File: src/rtl/sonar_array.sv
// -----------------------------------------------------------------------------
// sonar_array
// Ranging controller for N_CH ultrasonic sonars on one clock. Fires trigger
// pulses (all channels together, or one channel per ping in round-robin order),
// measures each echo pulse width in clock cycles on the synchronised echo, and
// publishes a per-channel range with a one-cycle valid strobe and a sticky
// timeout flag.
//
// Ports:
//   clk        in   system clock
//   reset      in   asynchronous, active-high reset
//   en         in   run enable, sampled in IDLE only
//   seq_mode   in   0 = simultaneous firing, 1 = round-robin (sampled in IDLE)
//   echo       in   [N_CH] raw asynchronous echo inputs
//   trig       out  [N_CH] trigger outputs
//   range_flat out  [N_CH*RANGE_W] channel i range at [i*RANGE_W +: RANGE_W]
//   valid      out  [N_CH] one-cycle strobe when channel i range updates
//   tout       out  [N_CH] channel i last result was a timeout
//   busy       out  high whenever the controller is not in IDLE
//   cur_ch     out  channel used by the current or next round-robin ping
//
// Optional feature: define SONAR_AVG_EN to publish a 2-sample running average
// instead of the raw count. Timeouts bypass the filter and restart it.
// -----------------------------------------------------------------------------
module sonar_array #(
    parameter int N_CH           = 3,
    parameter int RANGE_W        = 20,
    parameter int TRIG_CYCLES    = 1000,
    parameter int TIMEOUT_CYCLES = 1000000,
    parameter int HOLDOFF_CYCLES = 100000,
    localparam int CH_W          = (N_CH > 1) ? $clog2(N_CH) : 1
) (
    input  logic                      clk,
    input  logic                      reset,
    input  logic                      en,
    input  logic                      seq_mode,
    input  logic [N_CH-1:0]           echo,
    output logic [N_CH-1:0]           trig,
    output logic [N_CH*RANGE_W-1:0]   range_flat,
    output logic [N_CH-1:0]           valid,
    output logic [N_CH-1:0]           tout,
    output logic                      busy,
    output logic [CH_W-1:0]           cur_ch
);

    localparam int TRIG_W = (TRIG_CYCLES > 1) ? $clog2(TRIG_CYCLES) : 1;
    localparam int HOLD_W = (HOLDOFF_CYCLES > 1) ? $clog2(HOLDOFF_CYCLES) : 1;

    localparam logic [TRIG_W-1:0]  TRIG_LAST = TRIG_W'(TRIG_CYCLES - 1);
    localparam logic [HOLD_W-1:0]  HOLD_LAST = HOLD_W'(HOLDOFF_CYCLES - 1);
    localparam logic [RANGE_W-1:0] WIN_LIMIT = RANGE_W'(TIMEOUT_CYCLES);
    localparam logic [RANGE_W-1:0] RANGE_MAX = {RANGE_W{1'b1}};
    localparam logic [CH_W-1:0]    CH_LAST   = CH_W'(N_CH - 1);

    typedef enum logic [1:0] {
        ST_IDLE    = 2'd0,
        ST_TRIG    = 2'd1,
        ST_MEASURE = 2'd2,
        ST_HOLDOFF = 2'd3
    } state_t;

    typedef enum logic [1:0] {
        CH_WAIT_RISE = 2'd0,
        CH_COUNT     = 2'd1,
        CH_DONE      = 2'd2
    } ch_state_t;

    state_t                 state_q, state_d;
    logic                   mode_q, mode_d;
    logic [N_CH-1:0]        mask_q, mask_d;
    logic [CH_W-1:0]        cur_ch_q, cur_ch_d;
    logic [N_CH-1:0]        trig_q, trig_d;
    logic [TRIG_W-1:0]      trig_cnt_q, trig_cnt_d;
    logic [RANGE_W-1:0]     win_cnt_q, win_cnt_d;
    logic [HOLD_W-1:0]      hold_cnt_q, hold_cnt_d;
    logic [N_CH*RANGE_W-1:0] range_q, range_d;
    logic [N_CH-1:0]        valid_q, valid_d;
    logic [N_CH-1:0]        tout_q, tout_d;
    logic                   busy_q, busy_d;
    ch_state_t              ch_state_q [N_CH];
    ch_state_t              ch_state_d [N_CH];
    logic [RANGE_W-1:0]     count_q [N_CH];
    logic [RANGE_W-1:0]     count_d [N_CH];
`ifdef SONAR_AVG_EN
    logic [N_CH-1:0]        first_q, first_d;
`endif

    // Echo synchroniser (two flops) plus a third stage for edge detection.
    logic [N_CH-1:0]        echo_s1_q, echo_s2_q, echo_s3_q;
    logic [N_CH-1:0]        rise_s, fall_s;
    logic [N_CH-1:0]        onehot_s;
    logic [RANGE_W-1:0]     win_next_s;
    logic                   timeout_hit_s;
    logic                   all_done_s;

`ifdef SONAR_AVG_EN
    // Rounded mean of two samples using a sum one bit wider than the range.
    function automatic logic [RANGE_W-1:0] avg2(input logic [RANGE_W-1:0] a,
                                               input logic [RANGE_W-1:0] b);
        logic [RANGE_W:0] sum;
        sum = {1'b0, a} + {1'b0, b} + {{RANGE_W{1'b0}}, 1'b1};
        return sum[RANGE_W:1];
    endfunction
`endif

    // Edge detection on the synchronised echo.
    always_comb begin
        rise_s = echo_s2_q & ~echo_s3_q;
        fall_s = ~echo_s2_q & echo_s3_q;
    end

    // One-hot mask for the round-robin channel.
    always_comb begin
        onehot_s = {N_CH{1'b0}};
        for (int i = 0; i < N_CH; i++) begin
            if (cur_ch_q == CH_W'(i)) begin
                onehot_s[i] = 1'b1;
            end else begin
                onehot_s[i] = 1'b0;
            end
        end
    end

    // Main controller: top-level FSM plus per-channel measurement sub-states.
    always_comb begin
        state_d       = state_q;
        mode_d        = mode_q;
        mask_d        = mask_q;
        cur_ch_d      = cur_ch_q;
        trig_d        = trig_q;
        trig_cnt_d    = trig_cnt_q;
        win_cnt_d     = win_cnt_q;
        hold_cnt_d    = hold_cnt_q;
        range_d       = range_q;
        valid_d       = {N_CH{1'b0}};
        tout_d        = tout_q;
        win_next_s    = win_cnt_q + RANGE_W'(1);
        timeout_hit_s = 1'b0;
        all_done_s    = 1'b1;
`ifdef SONAR_AVG_EN
        first_d       = first_q;
`endif
        for (int i = 0; i < N_CH; i++) begin
            ch_state_d[i] = ch_state_q[i];
            count_d[i]    = count_q[i];
        end

        case (state_q)
            ST_IDLE: begin
                if (en) begin
                    mode_d     = seq_mode;
                    mask_d     = seq_mode ? onehot_s : {N_CH{1'b1}};
                    trig_d     = seq_mode ? onehot_s : {N_CH{1'b1}};
                    trig_cnt_d = {TRIG_W{1'b0}};
                    state_d    = ST_TRIG;
                end else begin
                    state_d    = ST_IDLE;
                end
            end

            ST_TRIG: begin
                if (trig_cnt_q == TRIG_LAST) begin
                    trig_d    = {N_CH{1'b0}};
                    win_cnt_d = {RANGE_W{1'b0}};
                    state_d   = ST_MEASURE;
                    // Channels outside the mask start DONE so they never update.
                    for (int i = 0; i < N_CH; i++) begin
                        ch_state_d[i] = mask_q[i] ? CH_WAIT_RISE : CH_DONE;
                        count_d[i]    = {RANGE_W{1'b0}};
                    end
                end else begin
                    trig_cnt_d = trig_cnt_q + TRIG_W'(1);
                end
            end

            ST_MEASURE: begin
                win_cnt_d     = win_next_s;
                timeout_hit_s = (win_next_s == WIN_LIMIT);
                for (int i = 0; i < N_CH; i++) begin
                    case (ch_state_q[i])
                        CH_WAIT_RISE: begin
                            if (timeout_hit_s) begin
                                range_d[i*RANGE_W +: RANGE_W] = RANGE_MAX;
                                tout_d[i]     = 1'b1;
                                valid_d[i]    = 1'b1;
                                ch_state_d[i] = CH_DONE;
`ifdef SONAR_AVG_EN
                                first_d[i]    = 1'b1;
`endif
                            end else if (rise_s[i]) begin
                                // The rise cycle is the first high cycle.
                                count_d[i]    = RANGE_W'(1);
                                ch_state_d[i] = CH_COUNT;
                            end else begin
                                ch_state_d[i] = CH_WAIT_RISE;
                            end
                        end
                        CH_COUNT: begin
                            // A fall in the timeout cycle still reports the real width.
                            if (fall_s[i]) begin
`ifdef SONAR_AVG_EN
                                if (first_q[i]) begin
                                    range_d[i*RANGE_W +: RANGE_W] = count_q[i];
                                end else begin
                                    range_d[i*RANGE_W +: RANGE_W] =
                                        avg2(range_q[i*RANGE_W +: RANGE_W], count_q[i]);
                                end
                                first_d[i]    = 1'b0;
`else
                                range_d[i*RANGE_W +: RANGE_W] = count_q[i];
`endif
                                tout_d[i]     = 1'b0;
                                valid_d[i]    = 1'b1;
                                ch_state_d[i] = CH_DONE;
                            end else if (timeout_hit_s) begin
                                range_d[i*RANGE_W +: RANGE_W] = RANGE_MAX;
                                tout_d[i]     = 1'b1;
                                valid_d[i]    = 1'b1;
                                ch_state_d[i] = CH_DONE;
`ifdef SONAR_AVG_EN
                                first_d[i]    = 1'b1;
`endif
                            end else if (echo_s2_q[i] && (count_q[i] != RANGE_MAX)) begin
                                count_d[i] = count_q[i] + RANGE_W'(1);
                            end else begin
                                count_d[i] = count_q[i];
                            end
                        end
                        CH_DONE: begin
                            ch_state_d[i] = CH_DONE;
                        end
                        default: begin
                            ch_state_d[i] = CH_DONE;
                        end
                    endcase
                    if (ch_state_d[i] != CH_DONE) begin
                        all_done_s = 1'b0;
                    end else begin
                        all_done_s = all_done_s;
                    end
                end
                if (timeout_hit_s || all_done_s) begin
                    hold_cnt_d = {HOLD_W{1'b0}};
                    state_d    = ST_HOLDOFF;
                end else begin
                    state_d    = ST_MEASURE;
                end
            end

            ST_HOLDOFF: begin
                if (hold_cnt_q == HOLD_LAST) begin
                    state_d = ST_IDLE;
                    if (mode_q) begin
                        cur_ch_d = (cur_ch_q == CH_LAST) ? {CH_W{1'b0}} : cur_ch_q + CH_W'(1);
                    end else begin
                        cur_ch_d = cur_ch_q;
                    end
                end else begin
                    hold_cnt_d = hold_cnt_q + HOLD_W'(1);
                end
            end

            default: begin
                state_d = ST_IDLE;
                trig_d  = {N_CH{1'b0}};
            end
        endcase

        busy_d = (state_d != ST_IDLE);
    end

    // State and output registers with asynchronous reset.
    always_ff @(posedge clk or posedge reset) begin
        if (reset) begin
            state_q    <= ST_IDLE;
            mode_q     <= 1'b0;
            mask_q     <= {N_CH{1'b0}};
            cur_ch_q   <= {CH_W{1'b0}};
            trig_q     <= {N_CH{1'b0}};
            trig_cnt_q <= {TRIG_W{1'b0}};
            win_cnt_q  <= {RANGE_W{1'b0}};
            hold_cnt_q <= {HOLD_W{1'b0}};
            range_q    <= {(N_CH*RANGE_W){1'b0}};
            valid_q    <= {N_CH{1'b0}};
            tout_q     <= {N_CH{1'b0}};
            busy_q     <= 1'b0;
            echo_s1_q  <= {N_CH{1'b0}};
            echo_s2_q  <= {N_CH{1'b0}};
            echo_s3_q  <= {N_CH{1'b0}};
`ifdef SONAR_AVG_EN
            first_q    <= {N_CH{1'b1}};
`endif
            for (int i = 0; i < N_CH; i++) begin
                ch_state_q[i] <= CH_DONE;
                count_q[i]    <= {RANGE_W{1'b0}};
            end
        end else begin
            state_q    <= state_d;
            mode_q     <= mode_d;
            mask_q     <= mask_d;
            cur_ch_q   <= cur_ch_d;
            trig_q     <= trig_d;
            trig_cnt_q <= trig_cnt_d;
            win_cnt_q  <= win_cnt_d;
            hold_cnt_q <= hold_cnt_d;
            range_q    <= range_d;
            valid_q    <= valid_d;
            tout_q     <= tout_d;
            busy_q     <= busy_d;
            echo_s1_q  <= echo;
            echo_s2_q  <= echo_s1_q;
            echo_s3_q  <= echo_s2_q;
`ifdef SONAR_AVG_EN
            first_q    <= first_d;
`endif
            for (int i = 0; i < N_CH; i++) begin
                ch_state_q[i] <= ch_state_d[i];
                count_q[i]    <= count_d[i];
            end
        end
    end

    assign trig       = trig_q;
    assign range_flat = range_q;
    assign valid      = valid_q;
    assign tout       = tout_q;
    assign busy       = busy_q;
    assign cur_ch     = cur_ch_q;

endmodule
File: config.mk
export PLATFORM = sky130hd
export DESIGN_NAME = sonar_array
export DESIGN_NICKNAME = d
export VERILOG_FILES = /design/src/rtl/sonar_array.sv
export SDC_FILE = /design/constraint.sdc
export NUM_CORES = 1
export LEC_CHECK = 0
export CORE_ASPECT_RATIO = 1.5
export CORE_MARGIN = 3
export CORE_UTILIZATION = 30
export CTS_CLUSTER_DIAMETER = 80
export DETAILED_ROUTE_END_ITERATION = 12
export GPL_TIMING_DRIVEN = 0
export SETUP_SLACK_MARGIN = 0.3
export SLEW_MARGIN = 20
export SYNTH_ARGS = -nofsm -noshare
export SYNTH_HDL_FRONTEND = slang
export SYNTH_SLANG_ARGS = --single-unit
File: constraint.sdc
create_clock -name clk -period 8.9 [get_ports clk]
set_input_delay 1.78 -clock clk [delete_from_list [all_inputs] [get_ports clk]]
set_output_delay 1.78 -clock clk [all_outputs]
set_load 0.1 [all_outputs]
==> summary.txt <==
Yosys
  – Synthesized net count: around 1000
  – Area fraction in compound gates after synthesis: 0.213
  – Seq/Total Area, Yosys: 0.516
  – Number of distinct library cells after synthesis: 72
  – Number of flops mapped to enable cells by yosys: 0
  – Ys async rst share: 1.00
  – Main combinational cell family by area after synthesis: compound AO/OA/AOI/OAI gates
  – Synth Instances: between 900 and 1000
  – Post-synth top flop: dfrtp_1
  – Xor/xnor share of the synthesized area: 0.0235
  – Post-synthesis mux area share: 0.00335
  – Post-Synth Adder-Cell Area: 0.00876
  – Syn Std Cell Area: roughly 9700 µm²
  – Synth warn: 0
  – Yosys reg bits: 200
  – Syn_area_per_cell: a little under 10 µm²
  – Post-Synth Simple-Gate Area: 0.200

Routing
  – DRC: 0
  – 1st-iter DRT viols: ~450
  – DR WL/cell: roughly 17 µm
  – Initial DRT Pass Iterations: 5
  – Final wirelength: 25000 µm
  – Final ANT Viol Nets: 0
  – Via count: 7940
  – Via density: between 5 and 6

Clock network
  – Post-CTS Setup Repair Bufs: 0
  – Number of CTS-inserted buffers: 17
  – Cts-stage hold buffer count: 0
  – Clock Latency Late Sink: approximately 450 ps
  – Root Driver: clkbuf_16
  – Clk sinks: 200
  – CTS Buffer Depth: 2
  – Post-cts resize count: 0
  – Register clock-pin slew on the reported worst setup and hold paths: roughly 80 ps
  – CTS tree: yes
  – CTS H-tree lvls: 4

Cells and area
  – Area added between synthesis and finish: 20.4%
  – Share of cells above drive strength 1: 0.0816
  – Fin nets: 1091
  – Ant. Diodes: 0
  – Post-route insts no fill: 1501

Pwr
  – Internal power: ~1.4 mW
  – Max IR drop VDD: between 0.0001 and 0.00015 V
  – Switching pwr: slightly below 0.4 mW
  – Sw Ratio: 0.224
  – LEAKAGE: just under 5 nW
  – Reg power frac: 0.514
  – Gate power share: 0.016
  – Power Density: between 150 and 200 nW/µm²
  – Clock network power share: 0.470

GRT
  – All-Layer GR Usage: 0.147
  – Number of global-route vias before repair: around 8000
  – Initial antenna violation count: 0
  – Gr ovfl total: 0
  – Pin count of the biggest net entering global routing: 92
  – Global-route wire length before repair: 41500 µm

Die
  – Starting Density: 0.305
  – Chip Height: 226 µm
  – Area of the core: 31800 µm²
  – Row count: 80
  – Die width: about 150 µm
  – Die area: roughly 35000 µm²
  – I/O Pins: between 70 and 80

Setup path
  – CP Launch Type: flop
  – CP delay by family, top: buffers and inverters
  – Worst path cell trace: clkdlybuf4s50_1
  – Crit path capture type: primary output
  – Critical path class: flop to primary output
  – Crit-path slowest cell: clkdlybuf4s50_1
  – Worst Path Required: 7120 ps
  – Critical Path Max Stage Delay: 1180 ps
  – Peak fanout along the critical path: 6
  – Crit path DAT: 2070 ps
  – Buf/Inv on CP: 1
  – FF-to-FF setup slack: 5580 ps

Min path
  – Hold/Removal Path Class: flop to flop

STA
  – Hold Fails Final Rpt: 0
  – Final setup fails: 0
  – Clock skew: 12.6 ps
  – Max Slew Vio Count: 0
  – Minimum clock period: a little under 4000 ps
  – Fmax: around 260 MHz
  – Period utilization: 0.432
  – Setup TNS: 0 ps
  – Slew headroom: 0.302
  – Tightest Pin Transition: 1040 ps
  – RSZ-0062 raised after global routing: no

Placed design
  – Port Buffer Count: 78
  – HPWL Detailed: between 15000 and 20000 µm
  – Placed Cells: roughly 1500
  – Gpl congestion: 0.859

Job
  – Max cap viols: 0

Outcome
  – Status: completed
metrics by stage:
stage / worst slack, ps / hold WS [ps] / total power [mW] / utilization / area, µm²
floorplan: 1670 / 331 / 0.945 / - / 9710
global placement: -1230 / 335 / 0.956 / 0.346 / 11000
detailed placement: 5160 / 338 / 0.959 / 0.348 / 11100
CTS: 5020 / 360 / 1.80 / 0.367 / 11700
global route: 4990 / 369 / 1.84 / 0.367 / 11700
finish: 5050 / 357 / 1.77 / 0.367 / 11700
layout by cell type, fill, tap and decap left out, drive strengths merged, types with 19 or more instances in the layout:
cell type,n
and3,24
buf,28
nand2,90
nand4,25
xor2,19
nor2,87
nand3,52
a21oi,40
clkdlybuf4s50,78
inv,31
dfrtp,197
o31ai,27
clkbuf,45
o21ai,91
o22a,60
nor3,23
or3,19
synthesized netlist by cell type (all sizes together), types with 3 or more instances:
cell	number	area, µm²
dfrtp	197	4930
o21ai	91	455
nand2	90	340
nor2	87	329
o22a	60	526
nand3	52	260
a21oi	40	204
o31ai	27	203
buf	26	150
clkbuf	26	97.6
nand4	25	199
and3	24	150
inv	24	90.1
nor3	23	136
or3	19	119
xor2	19	166
a31oi	14	103
and2	11	68.8
a22o	10	87.6
nand2b	10	62.6
and4	7	63.8
o2bb2ai	7	61.3
xnor2	7	61.3
a21o	6	45.0
ha	6	75.1
nor2b	6	37.5
a32o	5	50.1
nor4	5	65.1
o41ai	5	43.8
a32oi	4	35.0
o21a	4	30.0
a31o	3	26.3
dfstp	3	78.8
nor4bb	3	30.0
o211ai	3	22.5
o22ai	3	18.8
or2	3	18.8
or4	3	22.5
worst paths after layout:
check | start | endpoint | cells past startpoint
max | cur_ch[1]$_DFFE_PP0P_ | cur_ch[1] | 1
min | echo_s1_q[0]$_DFF_PP0_ | echo_s2_q[0]$_DFF_PP0_ | 0
max reg2reg | win_cnt_q[0]$_DFFE_PP0P_ | tout[0]$_DFFE_PP0P_ | 10
min reg2reg | echo_s1_q[0]$_DFF_PP0_ | echo_s2_q[0]$_DFF_PP0_ | 0
max in group asynchronous | reset | count_q[50]$_DFFE_PP0P_ | 4
min in group asynchronous | reset | range_flat[52]$_DFFE_PP0P_ | 2
sequential cells by signal, summed over array words and instances, names as in the netlist, 6 cells and up:
name        flops
count_q        60
range_flat     60
win_cnt_q      20
hold_cnt_q     17
trig_cnt_q     10
ch_state_q      6
layout make-up:
type,count,area (µm²)
well taps,410,513
repair buffers,80,836
flip-flops and latches,200,5010
inverters,24,97.6
clock inverters,13,181
fillers,3237,20100
clock buffers,19,443
multi-input cells,703,4360
plain buffers,52,248
power groups by stage:
stage	clock network (mW)	logic, mW	registers (mW)
after detailed placement	0	0.0299	0.929
after global placement	0	0.0263	0.930
after global routing	0.896	0.0326	0.912
final	0.833	0.0281	0.911
after floorplan	0	0.0162	0.929
after CTS	0.855	0.0300	0.911
cells by family (layout without fill, tap and decap cells):
group,after synthesis,in the layout
xor gates and xnor gates,26,26
muxes,3,3
AOI/OAI and AO/OA,294,294
and+or+nand+nor,373,373
DFF,200,200
buffers and inverters,76,188
adders and majority gates,7,7
worst register-to-register path: stages (launching register included):
cell and delay [ps]:
dfrtp_1 440, ha_1 170, buf_2 190, inv_1 160, or3_1 410, a21o_1 200, a221oi_2 430, nand4_4 310
clkbuf_1 440, nor3_1 380, o21a_1 150
layer usage:
metal	GRT usage	routed length (µm)	up-vias
met3	0.0294	816	32
met4	0.0489	458	0
met2	0.263	13100	148
met5	0	0	-
li1	-	-	3824
met1	0.176	10600	3936
No activity file was read; power rests on OpenSTA's default activity.
